### src/rtl/async_fifo_pkg.sv
// Shared helpers for the style-2 asynchronous FIFO pointer blocks.
// Both the write side and the read side import this package.
package async_fifo_pkg;

    // FIFO depth derived from the address width
    function automatic int depth_of(input int asize);
        return 1 << asize;
    endfunction

    function automatic logic [31:0] bin2gray(input logic [31:0] b);
        return (b >> 1) ^ b;
    endfunction

    // Prefix XOR of all higher Gray bits; upper zero bits leave narrow pointers intact
    function automatic logic [31:0] gray2bin(input logic [31:0] g);
        logic [31:0] b;
        b = g;
        for (int i = 1; i < 32; i++) begin
            b = b ^ (g >> i);
        end
        return b;
    endfunction

endpackage

### src/rtl/sync_2ff.sv
// One-bit two-flop synchronizer with synchronous active-high reset.
module sync_2ff (
    input  logic clk_i,
    input  logic rst_i,
    input  logic d_i,
    output logic q_o
);

    logic s1_q;
    logic s2_q;

    always_ff @(posedge clk_i) begin
        if (rst_i) begin
            s1_q <= 1'b0;
            s2_q <= 1'b0;
        end else begin
            s1_q <= d_i;
            s2_q <= s1_q;
        end
    end

    assign q_o = s2_q;

endmodule

### src/rtl/wptr_full.sv
// Write pointer, pessimistic full flag, fill level and sticky overflow for
// the write side of the style-2 asynchronous FIFO.
module wptr_full
    import async_fifo_pkg::*;
#(
    parameter int ASIZE        = 4,
    parameter int AFULL_THRESH = 12
) (
    input  logic             wclk,
    input  logic             wrst,
    input  logic             winc,
    input  logic             afull_n,
    input  logic [ASIZE-1:0] wq2_rptr,
    input  logic             wovf_clr,
    output logic [ASIZE-1:0] waddr,
    output logic [ASIZE-1:0] wptr,
    output logic             wfull,
    output logic             walmost_full,
    output logic [ASIZE:0]   wlevel,
    output logic             wovf
);

    localparam int           DEPTH   = depth_of(ASIZE);
    localparam logic [ASIZE:0] DEPTH_L = (ASIZE+1)'(DEPTH);
    localparam logic [ASIZE:0] THRESH_L = (ASIZE+1)'(AFULL_THRESH);

    logic [ASIZE-1:0] wbin_q, wbin_d;
    logic [ASIZE-1:0] wptr_q, wptr_d;
    logic             wfull_local_q, wfull_local_d;
    logic [ASIZE:0]   wlevel_q, wlevel_d;
    logic             walmost_full_q, walmost_full_d;
    logic             wovf_q, wovf_d;
    logic             wfull_s;
    logic [ASIZE-1:0] rbin_s;
    logic             wacc;
    logic [ASIZE-1:0] diff;

    // afull_n is fully asynchronous, so only its synchronized copy feeds wfull
    sync_2ff u_afull_sync (
        .clk_i (wclk),
        .rst_i (wrst),
        .d_i   (~afull_n),
        .q_o   (wfull_s)
    );

    assign rbin_s = ASIZE'(gray2bin(32'(wq2_rptr)));
    assign wfull  = wfull_local_q | wfull_s;
    assign wacc   = winc & ~wfull;

    // Next-state pointer, local full, level and overflow computation
    always_comb begin
        wbin_d         = wbin_q + ASIZE'(wacc);
        wptr_d         = ASIZE'(bin2gray(32'(wbin_d)));
        wfull_local_d  = wfull_local_q;
        if (wacc && (wbin_d == rbin_s)) begin
            wfull_local_d = 1'b1;
        end else if (wfull_local_q && (wbin_q != rbin_s)) begin
            wfull_local_d = 1'b0;
        end
        diff           = wbin_d - rbin_s;
        wlevel_d       = wfull_local_d ? DEPTH_L : {1'b0, diff};
        walmost_full_d = (wlevel_d >= THRESH_L);
        wovf_d         = wovf_q;
        if (winc && wfull) begin
            wovf_d = 1'b1;
        end else if (wovf_clr) begin
            wovf_d = 1'b0;
        end
    end

    always_ff @(posedge wclk) begin
        if (wrst) begin
            wbin_q         <= '0;
            wptr_q         <= '0;
            wfull_local_q  <= 1'b0;
            wlevel_q       <= '0;
            walmost_full_q <= 1'b0;
            wovf_q         <= 1'b0;
        end else begin
            wbin_q         <= wbin_d;
            wptr_q         <= wptr_d;
            wfull_local_q  <= wfull_local_d;
            wlevel_q       <= wlevel_d;
            walmost_full_q <= walmost_full_d;
            wovf_q         <= wovf_d;
        end
    end

    assign waddr        = wbin_q;
    assign wptr         = wptr_q;
    assign wlevel       = wlevel_q;
    assign walmost_full = walmost_full_q;
    assign wovf         = wovf_q;

endmodule

### config.mk
export PLATFORM = sky130hd
export DESIGN_NAME = wptr_full
export DESIGN_NICKNAME = d
export VERILOG_FILES = /design/src/rtl/async_fifo_pkg.sv /design/src/rtl/sync_2ff.sv /design/src/rtl/wptr_full.sv
export SDC_FILE = /design/constraint.sdc
export NUM_CORES = 1
export LEC_CHECK = 0
export CAP_MARGIN = 10
export CORE_UTILIZATION = 49
export DETAILED_ROUTE_END_ITERATION = 8
export PLACE_DENSITY = 0.82
export SYNTH_ARGS = -nofsm -noshare
export SYNTH_HDL_FRONTEND = slang
export SYNTH_SLANG_ARGS = --single-unit
### constraint.sdc
create_clock -name wclk -period 7.5 [get_ports wclk]
set_clock_uncertainty 0.2 [all_clocks]
set_input_delay 0.75 -clock wclk [delete_from_list [all_inputs] [get_ports wclk]]
set_output_delay 0.75 -clock wclk [all_outputs]
set_load 0.02 [all_outputs]
==> results of run 1 <==
==> routing by layer <==
layer | up-vias | global-route usage (%) | part of all wire [%] | wire length, um
met3 | 5 | 5.000 | 3.7 | 58
li1 | 332 | - | - | -
met2 | 14 | 30.15 | 48 | 751
met4 | 0 | 13.13 | 2.6 | 40
met5 | - | 0 | 0 | 0
met1 | 312 | 21.09 | 46 | 718
==> final cells by class <==
class | count | share of cell area [%]
clock buffers | 4 | 3.281
repair buffers | 24 | 21.72
well taps | 16 | 1.810
inverters | 3 | 1.018
flip-flops and latches | 16 | 28.96
multi-input cells | 62 | 43.21
==> kinds of logic after synthesis <==
family,Yosys count
buf+inv,9
fa+ha+maj,6
compound gates,8
xor+xnor,18
simple gates,30
flops,16
==> worst max path at each step <==
| stage | slack [ps] | end | startpoint | depth (start not counted) |
|---|---|---|---|---|
| 6_report | 4080 | walmost_full$_SDFF_PP0_ | winc | 10 |
| 5_1_grt | 3960 | walmost_full$_SDFF_PP0_ | winc | 10 |
| 4_1_cts | 4100 | walmost_full$_SDFF_PP0_ | winc | 10 |
| 3_5_place_dp | 3820 | walmost_full$_SDFF_PP0_ | winc | 10 |
| 3_3_place_gp | 3900 | walmost_full$_SDFF_PP0_ | winc | 10 |
| 2_1_floorplan | 4490 | walmost_full$_SDFF_PP0_ | winc | 9 |
==> flip-flops by register name, indices dropped and copies added, names as in the netlist <==
signal and flops:
u_afull_sync.q_o 1, u_afull_sync.s1_q 1, waddr 4, walmost_full 1
wlevel 5, wovf 1, wptr 3
==> power breakdown <==
group / internal [mW] / switching, mW
registers: 0.0951 / 0.00384
clock network: 0.0296 / 0.0279
logic: 0.0426 / 0.0426
==> critical path, stage by stage <==
cell and delay [ps]:
clkdlybuf4s50_1 470, nor3b_1 270, ha_1 250, ha_1 210
xor2_1 270, ha_1 330, and3_1 180, and3_1 190
o21ba_2 210, a311o_1 260
==> cells in the final DEF (no fill, tap or decap) <==
master and count:
a21oi_1 4, a311o_1 1, and3_1 4, and3_2 1
clkbuf_4 3, clkbuf_8 1, clkdlybuf4s50_1 24, dfxtp_1 16
ha_1 5, inv_1 3, maj3_1 1, nand2_1 2
nand2b_1 2, nand3_1 1, nor2_1 9, nor2b_1 4
nor3_1 3, nor3b_1 1, nor4_1 1, o21ai_0 1
o21ba_2 1, o221a_1 1, or2_2 1, or3_4 1
xnor2_1 8, xnor3_1 1, xor2_1 8, xor3_1 1
==> metrics.yaml, run 1 <==
clock_network:
  cts-resized-gates: 0
  cts.clk_slew.worst_paths_ps: 90
  cts_max_path_buffers: 2
  clk_latency_ps: 290
  htreeDepth: 1
  cts_tree: "done"
  numCtsBuffers: 3
  postCtsSetupBuffers: 0
  cts.sinks: 16
  hold_buffers: 0
  root_buffer: "clkbuf_4"
synth:
  synth_flop_cell: "dfxtp_1"
  synth_edf_count: 0
  synth_compound_area_share_pct: 6.618
  synth_warnings: 0
  yosysSeqAreaShare_pct: 37.65
  yosys-top-cells-count: "dfxtp_1 (16), nor2_1 (9), xnor2_1 (8), xor2_1 (8), ha_1 (5)"
  yosysTopAreaCell: "dfxtp_1"
  synth_cells: 87
  synthAdderAreaFrac_pct: 8.529
  synthArstFlopShare_pct: 0
  syn_area_sq_um: 850.8
  syn_nets: 101
  synth_mux_area_share_pct: 0
  yosys.area.top_type_share_pct: 37.65
  avgSynthCellArea_sq_um: 9.779
  yosys-top-cells-area: "dfxtp_1 (38%), xnor2_1 (8.2%), xor2_1 (8.2%)"
  synth_cell_types: 28
  yosysMostFrequentCell: "dfxtp_1"
  synth-simple-area-share_pct: 19.12
  synth_xor_area_share_pct: 21.91
  synth_seq_cells: 16
  synth_top_family_by_area: "XOR/XNOR gates"
die:
  start_util_pct: 54.57
  num_rows: 14
  dieArea_sq_um: 1907
  fp.dieH_um: 43.67
  io_pins: 25
  core_area_sq_um: 1559
  die_x_um: 43.67
layout:
  final-seq-area_sq_um: 320.3
  syn_to_final_growth_pct: 30.00
  antenna_cells: 0
  finalNetCount: 124
  multiInputGateArea_sq_um: 478.0
  fill_cells: 120
  final_area_sq_um: 1106
  final_cells: 125
  drive_above_1_share_pct: 7.339
  final_core_utilization_pct: 70.95
global_route:
  grt_pass1_vias: 620
  grt_max_degree: 15
  overflow: 0
  grt_pass1_wl_mm: 2.546
  antenna_found_initial: 0
  grt_use_total_pct: 18.63
placement:
  hpwl_mm: 1.198
  dp.cells: 121
  place_ws_ps: 3818
  io_buffers: 24
  placed_area_sq_um: 1070
  gp_congestion: 0.9270
sta:
  fmax_mhz: 292.3
  setup_ws_ps: 4079
  hold_violations: 0
  setup-violations-final: 0
  holdWs_ps: 243.9
  period_share_pct: 45.61
  slew_headroom_pct: 67.04
  fin_crit_ps: 3421
  tightest_slew_ps: 492.8
  rsz0062_at_grt: "false"
  tns_ps: 0
  maxSlewViolCount: 0
worst_hold_path:
  min_to: "u_afull_sync.q_o$_SDFF_PP0_"
  min_from: "u_afull_sync.s1_q$_SDFF_PP0_"
  hold_depth: 1
  hold_path.class: "reg2reg"
critical_path:
  critPathLaunchType: "primary input"
  crit_path_max_fanout: 5
  reg2reg_to: "walmost_full$_SDFF_PP0_"
  cp.arrival_ps: 3410
  cp.required_ps: 7490
  ff2ff_setup_slack_ps: 4640
  path_class: "in2reg"
  critPathCaptureType: "flop"
  worstReg2RegStart: "wlevel[4]$_SDFF_PP0_"
  reg2reg_depth: 9
routing:
  routed_wl_mm: 1.568
  avgRoutedWirePerCell_um: 12.54
  drt_pass1_iterations: 6
  drc: 2
  antenna_left: 0
  dr.first_iter.drc_count: 16
  num_vias: 663
  post_drt_via_cell_ratio: 5.304
pwr:
  vdd_ir_drop_max_v: 0.0001941
  power.leakage_nw: 0.4852
  total_power_mw: 0.2417
  powerDensity_nw_per_um2: 218.5
job:
  max_cap_viol_count: 0
status:
  status: "complete, but fails checks"
  violations: "DRC"
Note: power is estimated with default switching activity, not from simulation.
==> run 2: changes to the inputs <==
--- a/config.mk
+++ b/config.mk
@@ -6,9 +6,9 @@
 export NUM_CORES = 1
 export LEC_CHECK = 0
 export CAP_MARGIN = 10
-export CORE_UTILIZATION = 49
+export CORE_UTILIZATION = 41
 export DETAILED_ROUTE_END_ITERATION = 8
-export PLACE_DENSITY = 0.82
+export PLACE_DENSITY = 0.74
 export SYNTH_ARGS = -nofsm -noshare
 export SYNTH_HDL_FRONTEND = slang
 export SYNTH_SLANG_ARGS = --single-unit
==> constraint.sdc (replaced) <==
create_clock -name wclk -period 2.9 [get_ports wclk]
set_clock_uncertainty 0.2 [all_clocks]
set_input_delay 0.29 -clock wclk [delete_from_list [all_inputs] [get_ports wclk]]
set_output_delay 0.29 -clock wclk [all_outputs]
set_load 0.02 [all_outputs]
==> run 2 against run 1 <==
Against the previous run: the run now ends clean; sequential cell count stayed put; via count grew 5.1%; sequential share of layout area decreased by 1.8 points; clock power grew to 2.6 times the previous value; critical path depth unchanged; design area up 6.4%; total power increased to 2.6 times the previous value; first-iteration DRC count shrank 63%; register-to-register slack got worse by 4300 ps; wire length increased by 4.7%; critical path type unchanged.
==> metrics.yaml, run 2 (synthesized netlist as in run 1, its figures left out) <==
status:
  status: "completed"
global_route:
  grt_pass1_vias: 617  # -0.48%
  grt_pass1_wl_mm: 2.594  # +1.9%
  overflow: 0  # unchanged
  grt_use_total_pct: 17.21  # -1.4 points
  grt_max_degree: 15  # unchanged
  antenna_found_initial: 0  # unchanged
placement:
  gp_congestion: 0.7528  # -19%
  dp.cells: 139  # +15%
  hpwl_mm: 1.280  # +6.8%
  place_ws_ps: -183.5  # -4001 ps
  io_buffers: 24  # unchanged
  placed_area_sq_um: 1136  # +6.2%
routing:
  drt_pass1_iterations: 4  # -2
  num_vias: 697  # +5.1%
  dr.first_iter.drc_count: 6  # -10
  avgRoutedWirePerCell_um: 11.48  # -8.5%
  routed_wl_mm: 1.641  # +4.7%
  post_drt_via_cell_ratio: 4.874  # -8.1%
  antenna_left: 0  # unchanged
  drc: 0  # -2
sta:
  hold_violations: 0  # unchanged
  maxSlewViolCount: 0  # unchanged
  slew_headroom_pct: 66.76  # -0.28 points
  setup_ws_ps: 230.3  # -3849 ps
  fmax_mhz: 374.6
  tightest_slew_ps: 495.0  # +2.178 ps
  period_share_pct: 92.06
  holdWs_ps: 257.4  # +13.47 ps
  fin_crit_ps: 2670
  tns_ps: 0  # unchanged
  rsz0062_at_grt: "false"
  setup-violations-final: 0  # unchanged
critical_path:
  crit_path_max_fanout: 2  # -3
  critPathCaptureType: "flop"
  cp.arrival_ps: 2670  # -740 ps
  cp.required_ps: 2900  # -4590 ps
  path_class: "in2reg"
  critPathLaunchType: "primary input"
  reg2reg_depth: 9  # unchanged
layout:
  final_cells: 143  # +14%
  final_common_cell: "clkdlybuf4s50_1"
  drive_above_1_share_pct: 13.79  # +6.5 points
  finalNetCount: 131  # +5.6%
  antenna_cells: 0  # unchanged
  final_cell_mix: "clkdlybuf4s50_1 (24), dfxtp_1 (16), nor2_1 (9), xnor2_1 (8), xor2_1 (8)"
  syn_to_final_growth_pct: 38.38
  final_core_utilization_pct: 60.01  # -11 points
  largest_register_ff_count: 5  # unchanged
  final_area_sq_um: 1177  # +6.4%
die:
  num_rows: 16  # +2
  core_area_sq_um: 1962  # +26%
  dieArea_sq_um: 2261  # +19%
  die_x_um: 47.56  # +8.9%
  io_pins: 25  # unchanged
  start_util_pct: 43.37  # -11 points
  fp.dieH_um: 47.56  # +8.9%
clock_network:
  hold_buffers: 0  # unchanged
  cts.sinks: 16  # unchanged
  cts_max_path_buffers: 2  # unchanged
  htreeDepth: 1  # unchanged
  cts.clk_slew.worst_paths_ps: 100  # about the same
  numCtsBuffers: 3  # unchanged
  clk_latency_ps: 300  # about the same
  cts_tree: "done"
  root_buffer: "clkbuf_4"
  postCtsSetupBuffers: 0  # unchanged
  cts-resized-gates: 0  # unchanged
pwr:
  power.leakage_nw: 0.5244  # +8.1%
  powerDensity_nw_per_um2: 541.7  # +150%
  total_power_mw: 0.6378  # +160%
  vdd_ir_drop_max_v: 0.0003523  # +81%
job:
  max_cap_viol_count: 0  # unchanged
worst_hold_path:
  hold_path.class: "reg2reg"
  hold_depth: 1  # unchanged
run 2: final timing paths:
check	slack, ps	from	end
setup reg to reg	300	wlevel[4]$_SDFF_PP0_	walmost_full$_SDFF_PP0_
setup / recovery	230	winc	walmost_full$_SDFF_PP0_
hold / removal	260	u_afull_sync.s1_q$_SDFF_PP0_	u_afull_sync.q_o$_SDFF_PP0_
hold reg to reg	260	u_afull_sync.s1_q$_SDFF_PP0_	u_afull_sync.q_o$_SDFF_PP0_
run 2: metal layers:
metal | vias to the layer above | GRT usage, % | routed length (um)
met5 | - | 0 | 0
met4 | 0 | 10.00 | 29
met3 | 3 | 4.528 | 62
met2 | 16 | 29.04 | 815
met1 | 330 | 19.55 | 734
li1 | 348 | - | -
run 2: critical path, stage by stage:
cell	delay (ps)
clkdlybuf4s50_1	470
nor3b_2	200
ha_1	210
ha_1	200
xor2_1	210
ha_1	270
and3_1	170
and3_1	180
o21ba_2	200
a311o_1	260
run 2: where the power goes:
part,switching [mW],internal (mW),total (mW)
clock,0.0740,0.0766,0.151
combinational,0.112,0.118,0.230
sequential,0.0107,0.246,0.257
total,0.197,0.441,0.638
run 2: cell type report:
type                            count  area (sq um)
Multi-Input combinational cell     62         483.0
Clock buffer                        4         36.28
Inverter                            3         11.26
Tap cell                           27         33.78
Fill cell                         180         784.5
Timing Repair Buffer               31         292.8
Sequential cell                    16         320.3
